[config.mk]
export PLATFORM = sky130hd
export DESIGN_NAME = imm_gen_pipe
export DESIGN_NICKNAME = d
export VERILOG_FILES = /design/src/rtl/imm_gen_pipe.sv
export SDC_FILE = /design/constraint.sdc
export NUM_CORES = 1
export LEC_CHECK = 0
export BUFFER_PORTS_ARGS = -buffer_cell sky130_fd_sc_hd__buf_2
export CELL_PAD_IN_SITES_DETAIL_PLACEMENT = 1
export CELL_PAD_IN_SITES_GLOBAL_PLACEMENT = 2
export CORE_UTILIZATION = 32
export DETAILED_ROUTE_END_ITERATION = 12
export PLACE_DENSITY_LB_ADDON = 0.1
export SETUP_SLACK_MARGIN = 0.15
export SLEW_MARGIN = 20
export SYNTH_ARGS = -nofsm -noshare
export SYNTH_HDL_FRONTEND = slang
export SYNTH_SLANG_ARGS = --single-unit
[constraint.sdc]
create_clock -name clk -period 1.95 [get_ports clk]
set_clock_uncertainty 0.15 [all_clocks]
set_input_delay 0.195 -clock clk [delete_from_list [all_inputs] [get_ports clk]]
set_output_delay 0.195 -clock clk [all_outputs]
set_load 0.005 [all_outputs]
[src/rtl/imm_gen_pipe.sv]
// Pipelined RV immediate generator: combinational extraction feeding a 2-entry elastic FIFO.
// Define IMM_GEN_ILLEGAL_CHECK_EN to store and report a per-entry illegal-encoding flag on imm_err.
module imm_gen_pipe #(
    parameter int XLEN  = 32,
    parameter int TAG_W = 32
) (
    input  logic             clk,
    input  logic             rst,
    input  logic             flush,
    input  logic             in_valid,
    output logic             in_ready,
    input  logic [31:0]      instruction,
    input  logic [2:0]       instr_type,
    input  logic [TAG_W-1:0] in_tag,
    output logic             out_valid,
    input  logic             out_ready,
    output logic [XLEN-1:0]  immediate,
    output logic [2:0]       out_type,
    output logic [TAG_W-1:0] out_tag,
    output logic             imm_err
);

    localparam int DEPTH = 2;

    logic             s_bit;
    logic [63:0]      imm_wide;
    logic [XLEN-1:0]  imm_in;
    logic             push;
    logic             pop;
    logic [1:0]       count_reg, count_next;
    logic             wr_ptr_reg, wr_ptr_next;
    logic             rd_ptr_reg, rd_ptr_next;
    logic [XLEN-1:0]  ent_imm  [DEPTH];
    logic [2:0]       ent_type [DEPTH];
    logic [TAG_W-1:0] ent_tag  [DEPTH];

    // Build every format at 64 bits and truncate, so XLEN=32 needs no zero-width replications.
    always_comb begin
        s_bit    = instruction[31];
        imm_wide = '0;
        case (instr_type)
            3'b000: imm_wide = {{52{s_bit}}, instruction[31:20]};
            3'b001: imm_wide = {{52{s_bit}}, instruction[31:25], instruction[11:7]};
            3'b010: imm_wide = {{32{s_bit}}, instruction[31:12], 12'b0};
            3'b011: imm_wide = (XLEN == 64) ? {58'b0, instruction[25:20]}
                                            : {59'b0, instruction[24:20]};
            3'b100: imm_wide = {59'b0, instruction[19:15]};
            3'b101: imm_wide = {{51{s_bit}}, instruction[31], instruction[7],
                                instruction[30:25], instruction[11:8], 1'b0};
            3'b110: imm_wide = {{43{s_bit}}, instruction[31], instruction[19:12],
                                instruction[20], instruction[30:21], 1'b0};
            default: imm_wide = '0;
        endcase
    end

    assign imm_in = imm_wide[XLEN-1:0];

    // Opcode bits only matter to the optional check; upper bits of imm_wide vanish at XLEN=32.
    logic unused_bits;
    assign unused_bits = ^{imm_wide, instruction[6:0]};

    assign in_ready  = (count_reg != 2'd2);
    assign out_valid = (count_reg != 2'd0);
    assign push      = in_valid & in_ready & ~flush;
    assign pop       = out_valid & out_ready & ~flush;

    always_comb begin
        count_next  = count_reg;
        wr_ptr_next = wr_ptr_reg;
        rd_ptr_next = rd_ptr_reg;
        if (flush) begin
            count_next  = 2'd0;
            wr_ptr_next = 1'b0;
            rd_ptr_next = 1'b0;
        end else begin
            if (push) wr_ptr_next = ~wr_ptr_reg;
            if (pop)  rd_ptr_next = ~rd_ptr_reg;
            case ({push, pop})
                2'b10:   count_next = count_reg + 2'd1;
                2'b01:   count_next = count_reg - 2'd1;
                default: count_next = count_reg;
            endcase
        end
    end

    always_ff @(posedge clk) begin
        if (rst) begin
            count_reg  <= 2'd0;
            wr_ptr_reg <= 1'b0;
            rd_ptr_reg <= 1'b0;
        end else begin
            count_reg  <= count_next;
            wr_ptr_reg <= wr_ptr_next;
            rd_ptr_reg <= rd_ptr_next;
        end
    end

`ifdef IMM_GEN_ILLEGAL_CHECK_EN
    logic err_in;
    logic ent_err [DEPTH];
    assign err_in = (instr_type == 3'b111) | (instruction[1:0] != 2'b11) |
                    ((XLEN == 32) & (instr_type == 3'b011) & instruction[25]);
`endif

    // Data registers are cleared only by rst so the head reads back 0/111/0 after reset.
    genvar gi;
    generate
        for (gi = 0; gi < DEPTH; gi++) begin : g_entry
            logic [XLEN-1:0]  imm_reg;
            logic [2:0]       type_reg;
            logic [TAG_W-1:0] tag_reg;

            always_ff @(posedge clk) begin
                if (rst) begin
                    imm_reg  <= '0;
                    type_reg <= 3'b111;
                    tag_reg  <= '0;
                end else if (push && (wr_ptr_reg == 1'(gi))) begin
                    imm_reg  <= imm_in;
                    type_reg <= instr_type;
                    tag_reg  <= in_tag;
                end
            end

            assign ent_imm[gi]  = imm_reg;
            assign ent_type[gi] = type_reg;
            assign ent_tag[gi]  = tag_reg;

`ifdef IMM_GEN_ILLEGAL_CHECK_EN
            logic err_reg;
            always_ff @(posedge clk) begin
                if (rst) begin
                    err_reg <= 1'b0;
                end else if (push && (wr_ptr_reg == 1'(gi))) begin
                    err_reg <= err_in;
                end
            end
            assign ent_err[gi] = err_reg;
`endif
        end
    endgenerate

    assign immediate = ent_imm[rd_ptr_reg];
    assign out_type  = ent_type[rd_ptr_reg];
    assign out_tag   = ent_tag[rd_ptr_reg];

`ifdef IMM_GEN_ILLEGAL_CHECK_EN
    assign imm_err = out_valid & ent_err[rd_ptr_reg];
`else
    assign imm_err = 1'b0;
`endif

endmodule

; ---- Word level (Yosys, flattened, before mapping)
; Index checks and enable logic that the tools add are counted.
[classes]
eq_ne = 9
order_cmp = 1
reduce_logical = 6
n_bitwise = 8
mux = 11
add_sub_neg = 2
[ops]
columns = op, n
row1 = $pmux W32 S7, 1
row2 = $mux W32, 6
row3 = $eq A3 B3 Y1 const B, 3
row4 = $mux W3, 3
row5 = $eq A3 B2 Y1 const B, 2
row6 = $and A1 B1 Y1, 4
row7 = $pmux W2 S2, 1
row8 = $reduce_bool A2 Y1, 2
row9 = $eq A3 B1 Y1 const B, 1
row10 = $logic_not A3 Y1, 1
row11 = $not A1 Y1, 3
row12 = $add A2 B1 Y2 const B, 1
row13 = $eq A2 B1 Y1 const B, 1
row14 = $eq A2 B2 Y1 const B, 1
row15 = $ge A2 B2 Y1 const B, 1
row16 = $logic_and A1 B1 Y1, 2
row17 = $ne A2 B2 Y1 const B, 1
row18 = $not A1 Y2, 1
row19 = $reduce_or A2 Y1, 1
row20 = $sub A2 B1 Y2 const B, 1
[word_totals]
regBits = 138
input_bits = 72
out_inout_bits = 70
wordCells = 46

; ---- Depth between registers and ports, before layout
; Gate-level depths: netlist (run 1).
[logic_depth]
word_depth = 5
ltp_mapped = 8
mapped_depth_nobuf = 8

; ---- Worst setup path before layout (run 1)
; Ideal clock, no wire load.
[synth_path]
kind = reg-to-reg
startpoint = reg count_reg[1]
endpoint = reg count_reg[1]
arrival_ns = 1.366
t_required_ns = 1.670
n_path_buf = 0
stages_incl_launch_ff = 8
setup_time_ns = 0.130
setup_slack_ns = 0.304
period_less_slack_ns = 1.646
path_cell_list = dfxtp_1 or2_2 nand2_1 nor2_1 ha_1 nor2_1 xnor2_1 nor3_1
[synth_via]
elab_chain_cells = 5
word_cells_on_any_way = 12
cone_classes = add/sub (2) / eq/ne (3) / mux (1) / bitwise (4) / reduce/logical (2)
[synth_lines]
columns = item, line
row1 = "start, declared", 30  ; logic [1:0] count_reg, count_next;
row2 = "start signal, assigned", 92  ; count_reg <= count_next;
row3 = $reduce_bool A2 Y1 (*), 63  ; assign out_valid = (count_reg != 2'd0);
row4 = via out_valid, 15  ; output logic out_valid,
row5 = $and A1 B1 Y1 (*) (2 in series), 65  ; assign pop = out_valid & out_ready & ~flush;
row6 = via pop, 29  ; logic pop;
row7 = $eq A2 B1 Y1 or $eq A2 B2 Y1 (tied branches), 78  ; case ({push, pop})
row8 = $pmux W2 S2 or $reduce_bool A2 Y1 (tied branches), --
; Mark *: on every way through the listed nets, which the timed path passes. The rest lies on a longest branch.
; A chain may end at the register's enable or synchronous reset.

; ---- Worst setup path after layout (run 1)
[layout_path]
startpoint = reg rd_ptr_reg
endpoint = out immediate[22]
[layout_via]
elab_chain_cells = 4
[layout_lines]
columns = item, line
row1 = "start, declared", 32  ; logic rd_ptr_reg, rd_ptr_next;
row2 = "start signal, assigned", 94  ; rd_ptr_reg <= rd_ptr_next;
row3 = $not A1 Y2 (implied by the code), 143  ; assign immediate = ent_imm[rd_ptr_reg];
row4 = $mux W32 (implied by the code) (3 in series), 143
row5 = "end, declared", 17  ; output logic [XLEN-1:0] immediate,
; No other way between the ends. The select of a mux whose other input is x is not followed.

==> impl_metrics.tcl, run 1 <==
set metrics [dict create \
    outcome "completed" \
    io_pins 142 \
    drc 0 \
    synthAdderAreaFrac_pct 0.202 \
    final_common_cell "nand2_1" \
    wl_per_cell_um 17.6 \
    crit_path_end_kind "output port" \
    start_util_pct 32.9 \
    grt_pass1_wl_um 31200 \
    layout_common_cells "nand2_1 (167), dfxtp_1 (135), a21oi_1 (106)" \
    avgViaCountPerCell 4.91 \
    multi_input_area_sq_mm 0.00334 \
    slew_headroom_pct 64.2 \
    wl_um 20400 \
    synth_nets 791 \
    die-area_sq_mm 0.0199 \
    avgSynthCellArea_sq_um 8.63 \
    postLayoutCoreUtil_pct 47.8 \
    insertion_delay_ns 0.41 \
    synth-simple-area-share_pct 18.9 \
    place.gp.congestion 0.721 \
    rsz0062_at_grt "yes" \
    clk_pin_slew_ns 0.05 \
    netSwitchingPower_uw 1710 \
    synth_seq_area_share_pct 44.6 \
    yosysTopAreaCell "dfxtp_1" \
    synth-edff-count 0 \
    core_sq_mm 0.0188 \
    yosysUniqueCellTypes 37 \
    max_freq_mhz 525 \
    post-dp-hpwl_um 12800 \
    period_share_pct 97.6 \
    netSwitchingFraction_pct 25.0 \
    cp_cell_sequence "buf_8 > clkbuf_16 > mux2_4 > buf_6" \
    pwr-share-comb_pct 14.2 \
    num_vias 5686 \
    setup_violations 0 \
    drt_iter0_markers 149 \
    antenna_found_initial 0 \
    dieHeight_um 141 \
    clk_path_buf_depth 2 \
    crit_fanout 6 \
    synth-seq-cells 138 \
    cts_root_buffer "clkbuf_16" \
    drv_cap 0 \
    yosys-top-cells-area "dfxtp_1 (45%), mux2_2 (12%), nand2_1 (10%)" \
    seqCellArea_sq_mm 0.00277 \
    period_needed_ns 1.90 \
    power.density_mw_per_mm2 758 \
    synth-compound-area-share_pct 16.0 \
    hold-worst-slack_ns 0.0209 \
    yosysWarnings 0 \
    cpPeakStageDelay_ns 0.40 \
    port_buffers 133 \
    drt_pass1_iterations 4 \
    leakage_uw 0.00349 \
    postSynthCellCount 718 \
    fillers 2115 \
    grt_pass1_vias 5997 \
    grt_usage_pct 20.3 \
    synthFlopType "dfxtp_1" \
    synthXorXnorAreaFrac_pct 0.848 \
    worstSetupStartpointType "register" \
    cts_num_sinks 138 \
    cts_buffers 17 \
    tightestPinTransition_ns 0.537 \
    grt-ovfl-total 0 \
    power.share.clock_pct 42.2 \
    max-vdd-ir-drop_uv 641 \
    syn2layout_area_growth_pct 45.3 \
    h-tree-depth 4 \
    seqPwrFrac_pct 43.6 \
    required_ns 1.60 \
    synth_top_family_by_area "simple AND/OR/NAND/NOR gates" \
    synth_top_area_share_pct 44.6 \
    drv_slew 0 \
    die_x_um 141 \
    drive_above_1_share_pct 33.4 \
    detail-route-antenna-nets 0 \
    slowest_stage "dfxtp_4" \
    grt_max_degree 65 \
    layout.nets 959 \
    cts_tree "yes" \
    intPower_uw 5130 \
    crit_type "reg2out" \
    syn-cell-area_sq_mm 0.00620 \
    synthMuxAreaShare_pct 13.3 \
    antenna_cells 0 \
    rows 50 \
    hold_class "in2reg" \
    hold_viol 0 \
    cp.arrival_ns 1.56 \
    ys_async_sr_fraction_pct 0 \
]
-- Yosys cell counts, types with 6 or more instances --
cell / number
nor3_1: 6
dfxtp_1: 138
nand2_1: 168
a21oi_1: 106
clkbuf_1: 22
mux2_2: 67
nand3_1: 25
buf_6: 11
a211oi_2: 18
nor2_1: 47
nand2b_1: 6
nand3b_1: 11
buf_2: 25
a211oi_1: 22
mux2i_1: 7
-- metrics by stage --
stage	cell area [sq um]	power (uW)	TNS, ns	worst slack [ns]	cells
finish	9010	6830	0	0.0463	1157
global route	9010	7110	0	0.00164	1157
CTS	8660	6840	-0.00000477	-0.00000477	1150
detailed placement	7110	3780	0	0.158	1070
global placement	7110	3740	0	0.234	1070
floorplan	6200	3470	0	0.304	718
-- per-layer routing --
metal | GRT usage [%] | wire length (um)
met1 | 24.3 | 9300
met2 | 36.6 | 10300
met3 | 3.80 | 558
met4 | 6.12 | 231
met5 | 0 | 0
-- path summary, 6_finish.rpt --
check	start	to	slack, ns	depth (start not counted)
min reg2reg	g_entry[1].tag_reg[30]	g_entry[1].tag_reg[30]	0.30	2
max reg2reg	count_reg[1]	count_reg[1]	0.23	8
max	rd_ptr_reg	immediate[22]	0.05	4
min	instr_type[2]	g_entry[0].type_reg[2]	0.02	3
-- power by group through the flow --
stage / sequential [uW] / clock, uW / combinational [uW]
after floorplan: 3020 / 0 / 454
after global placement: 3030 / 0 / 713
after detailed placement: 3040 / 0 / 744
after CTS: 2980 / 2940 / 918
after global routing: 2990 / 3070 / 1050
final: 2980 / 2880 / 970
-- what timing repair did --
action,in CTS,in global routing
hold buffers,40,0
resized for setup,96,55
setup endpoints to repair,63,92
pin swaps,0,6
setup buffers,6,5
endpoints found under the hold margin,81,0
gates cloned,4,2
-- area by class of cell --
class / instances / share of cell area (%)
clock inverter: 8 / 0.514
tap: 260 / 3.61
inverter: 1 / 0.0417
clock buffer: 22 / 5.26
sequential: 138 / 30.8
multi-input combinational: 513 / 37.0
timing repair buffer: 215 / 22.8
-- critical path: cells and delay by family (launching register included) --
family	cells	cell delay (ns)
buf+inv	3	0.43
flops	1	0.40
mux	1	0.32
-- kinds of logic (layout without fill, tap and decap cells) --
logic type               Yosys count  after routing
buffers and inverters             67            246
AO/OA/AOI/OAI                    157            157
XOR/XNOR                           6              6
multiplexers                      74             74
other                              1              1
flip-flops                       138            138
adder cells (fa/ha/maj)            1              1
AND/OR/NAND/NOR                  274            274
Note: power is estimated with default switching activity, not from simulation.
==> run 2: changes to the inputs <==
- CORE_UTILIZATION: 32 -> 33
- CTS_BUF_LIST: unset -> sky130_fd_sc_hd__clkbuf_2 sky130_fd_sc_hd__clkbuf_4 sky130_fd_sc_hd__clkbuf_8
==> run 2 against run 1 <==
  * The run now ends with DRC left
  * Sequential power is essentially flat
  * Sequential share of layout area grew 1.5 points
  * Critical path depth is the same
  * Core utilization shrank 0.60 points
  * Maximum frequency shrank 0.12%
  * Register-to-register slack gained 0.02 ns
  * Non-clock buffer count shrank 3
  * Largest power group unchanged
==> impl_metrics.tcl, run 2 (synthesis results as in run 1) <==
set metrics [dict create \
    slowest_stage "dfxtp_4" \
    crit_type "reg2out" \
    fillers 2081 \
    r2r_setup_slack_ns 0.25 \
    final_common_cell "nand2_1" \
    drt_iter0_markers 186 \
    core_sq_mm 0.0182 \
    syn2layout_area_growth_pct 38.7 \
    cts_num_sinks 138 \
    crit_fanout 5 \
    drt_pass1_iterations 9 \
    r2r-end "count_reg[1]" \
    max-vdd-ir-drop_uv 394 \
    multi_input_area_sq_mm 0.00324 \
    drv_slew 0 \
    clk_pin_slew_ns 0.08 \
    power.density_mw_per_mm2 731 \
    drc 7 \
    grt_usage_pct 20.4 \
    setup_violations 0 \
    hold_viol 0 \
    max_freq_mhz 525 \
    post-dp-hpwl_um 12200 \
    violations "DRC" \
    leakage_uw 0.00338 \
    cp.arrival_ns 1.56 \
    worstReg2RegStart "count_reg[1]" \
    insertion_delay_ns 0.43 \
    grt-ovfl-total 0 \
    clk_path_buf_depth 2 \
    die_x_um 139 \
    required_ns 1.60 \
    rsz0062_at_grt "yes" \
    hold-path-cell-count 3 \
    layout.nets 956 \
    postLayoutCoreUtil_pct 47.2 \
    crit_path_end_kind "output port" \
    drv_cap 0 \
    die-area_sq_mm 0.0193 \
    seqCellArea_sq_mm 0.00277 \
    place.gp.congestion 0.705 \
    antenna_found_initial 1 \
    io_pins 142 \
    dieHeight_um 139 \
    outcome "complete, but fails checks" \
    cpPeakStageDelay_ns 0.39 \
    r2r_cells 8 \
    h-tree-depth 4 \
    hold_class "in2reg" \
    period_share_pct 97.7 \
    cp_cell_sequence "buf_4 > clkbuf_16 > mux2_4 > buf_6" \
    dp_cells 1033 \
    cts_root_buffer "clkbuf_8" \
    grt_pass1_wl_um 31000 \
    hold_start "instruction[16]" \
    cts_tree "yes" \
    avgViaCountPerCell 5.05 \
    worstSetupStartpointType "register" \
    port_buffers 133 \
    grt_pass1_vias 6107 \
    slew_headroom_pct 31.4 \
    tightestPinTransition_ns 1.02 \
    drive_above_1_share_pct 32.9 \
    detail-route-antenna-nets 0 \
    hold-worst-slack_ns 0.0236 \
    grt_max_degree 85 \
    rows 49 \
    min_to "g_entry[0].imm_reg[16]" \
    wl_um 20100 \
    cts_buffers 17 \
    period_needed_ns 1.91 \
    layout_common_cells "nand2_1 (167), dfxtp_1 (135), a21oi_1 (106)" \
    num_vias 5673 \
    start_util_pct 34.0 \
    wl_per_cell_um 17.9 \
    final_cells 1123 \
]
## run 2: cell types whose count changed in the layout (fill, tap and decap cells not counted), moves of 2 or more
| cell | previous run | this run |
|---|---|---|
| clkbuf_8 | 3 | 18 |
| clkinv_4 | 0 | 4 |
| clkinv_2 | 5 | 2 |
| mux2_2 | 0 | 25 |
| buf_4 | 23 | 17 |
| bufinv_16 | 0 | 3 |
| dlygate4sd3_1 | 40 | 43 |
| clkbuf_1 | 2 | 0 |
| buf_2 | 66 | 91 |
| buf_6 | 69 | 42 |
| mux2_4 | 67 | 42 |
| clkbuf_16 | 19 | 4 |
## run 2: report_power, final
group,switching [uW],total (uW),internal [uW]
logic,461,931,471
clock network,1110,2390,1280
registers,53.3,2970,2920
## run 2: worst max path at each step
stage / slack, ns / to / cells past startpoint / from
2_1_floorplan: 0.30 / count_reg[1] / 7 / count_reg[1]
3_3_place_gp: 0.18 / g_entry[0].imm_reg[9] / 5 / instr_type[2]
3_5_place_dp: 0.13 / g_entry[1].imm_reg[15] / 5 / instr_type[1]
4_1_cts: -0.02 / out_tag[14] / 4 / rd_ptr_reg
5_1_grt: -0.01 / immediate[2] / 3 / rd_ptr_reg
6_report: 0.04 / out_tag[16] / 4 / rd_ptr_reg
## run 2: metrics by stage
step / TNS [ns] / area, sq um / setup slack [ns] / total power [uW]
floorplan: 0 / 6200 / 0.304 / 3470
global placement: 0 / 7050 / 0.181 / 3740
detailed placement: 0 / 7050 / 0.128 / 3770
CTS: -0.214 / 8190 / -0.0194 / 6310
global route: -0.0676 / 8600 / -0.00982 / 6600
finish: 0 / 8600 / 0.0440 / 6290
## run 2: final cells by class
type	instances	share of cell area, %
Multi-Input combinational cell	513	37.7
Sequential cell	138	32.2
Timing Repair Buffer	212	22.1
Tap cell	229	3.33
Clock buffer	18	2.88
Clock inverter	11	1.75
Inverter	1	0.0436
Antenna cell	1	0.0291
## run 2: worst max-delay path: cells and delay by family, from the launching register on
family,cells,cell delay (ns)
flip-flops,1,0.39
multiplexers,1,0.31
buffers and inverters,3,0.43
## run 2: what timing repair did
item                                    CTS  global route
setup buffers                             1             8
cloned                                    2             5
hold buffers                             44             0
pin swaps                                 0             5
endpoints found under the setup margin   67            99
gates resized for setup                  48            50
endpoints found under the hold margin    85             0
## run 2: per-layer routing
| layer | vias to the layer above | global-route usage, % | part of all wire [%] |
|---|---|---|---|
| li1 | 2771 | - | - |
| met1 | 2786 | 23.6 | 44 |
| met2 | 97 | 37.6 | 52 |
| met3 | 19 | 3.63 | 3.4 |
| met4 | 0 | 6.84 | 1.3 |
| met5 | - | 0 | 0 |
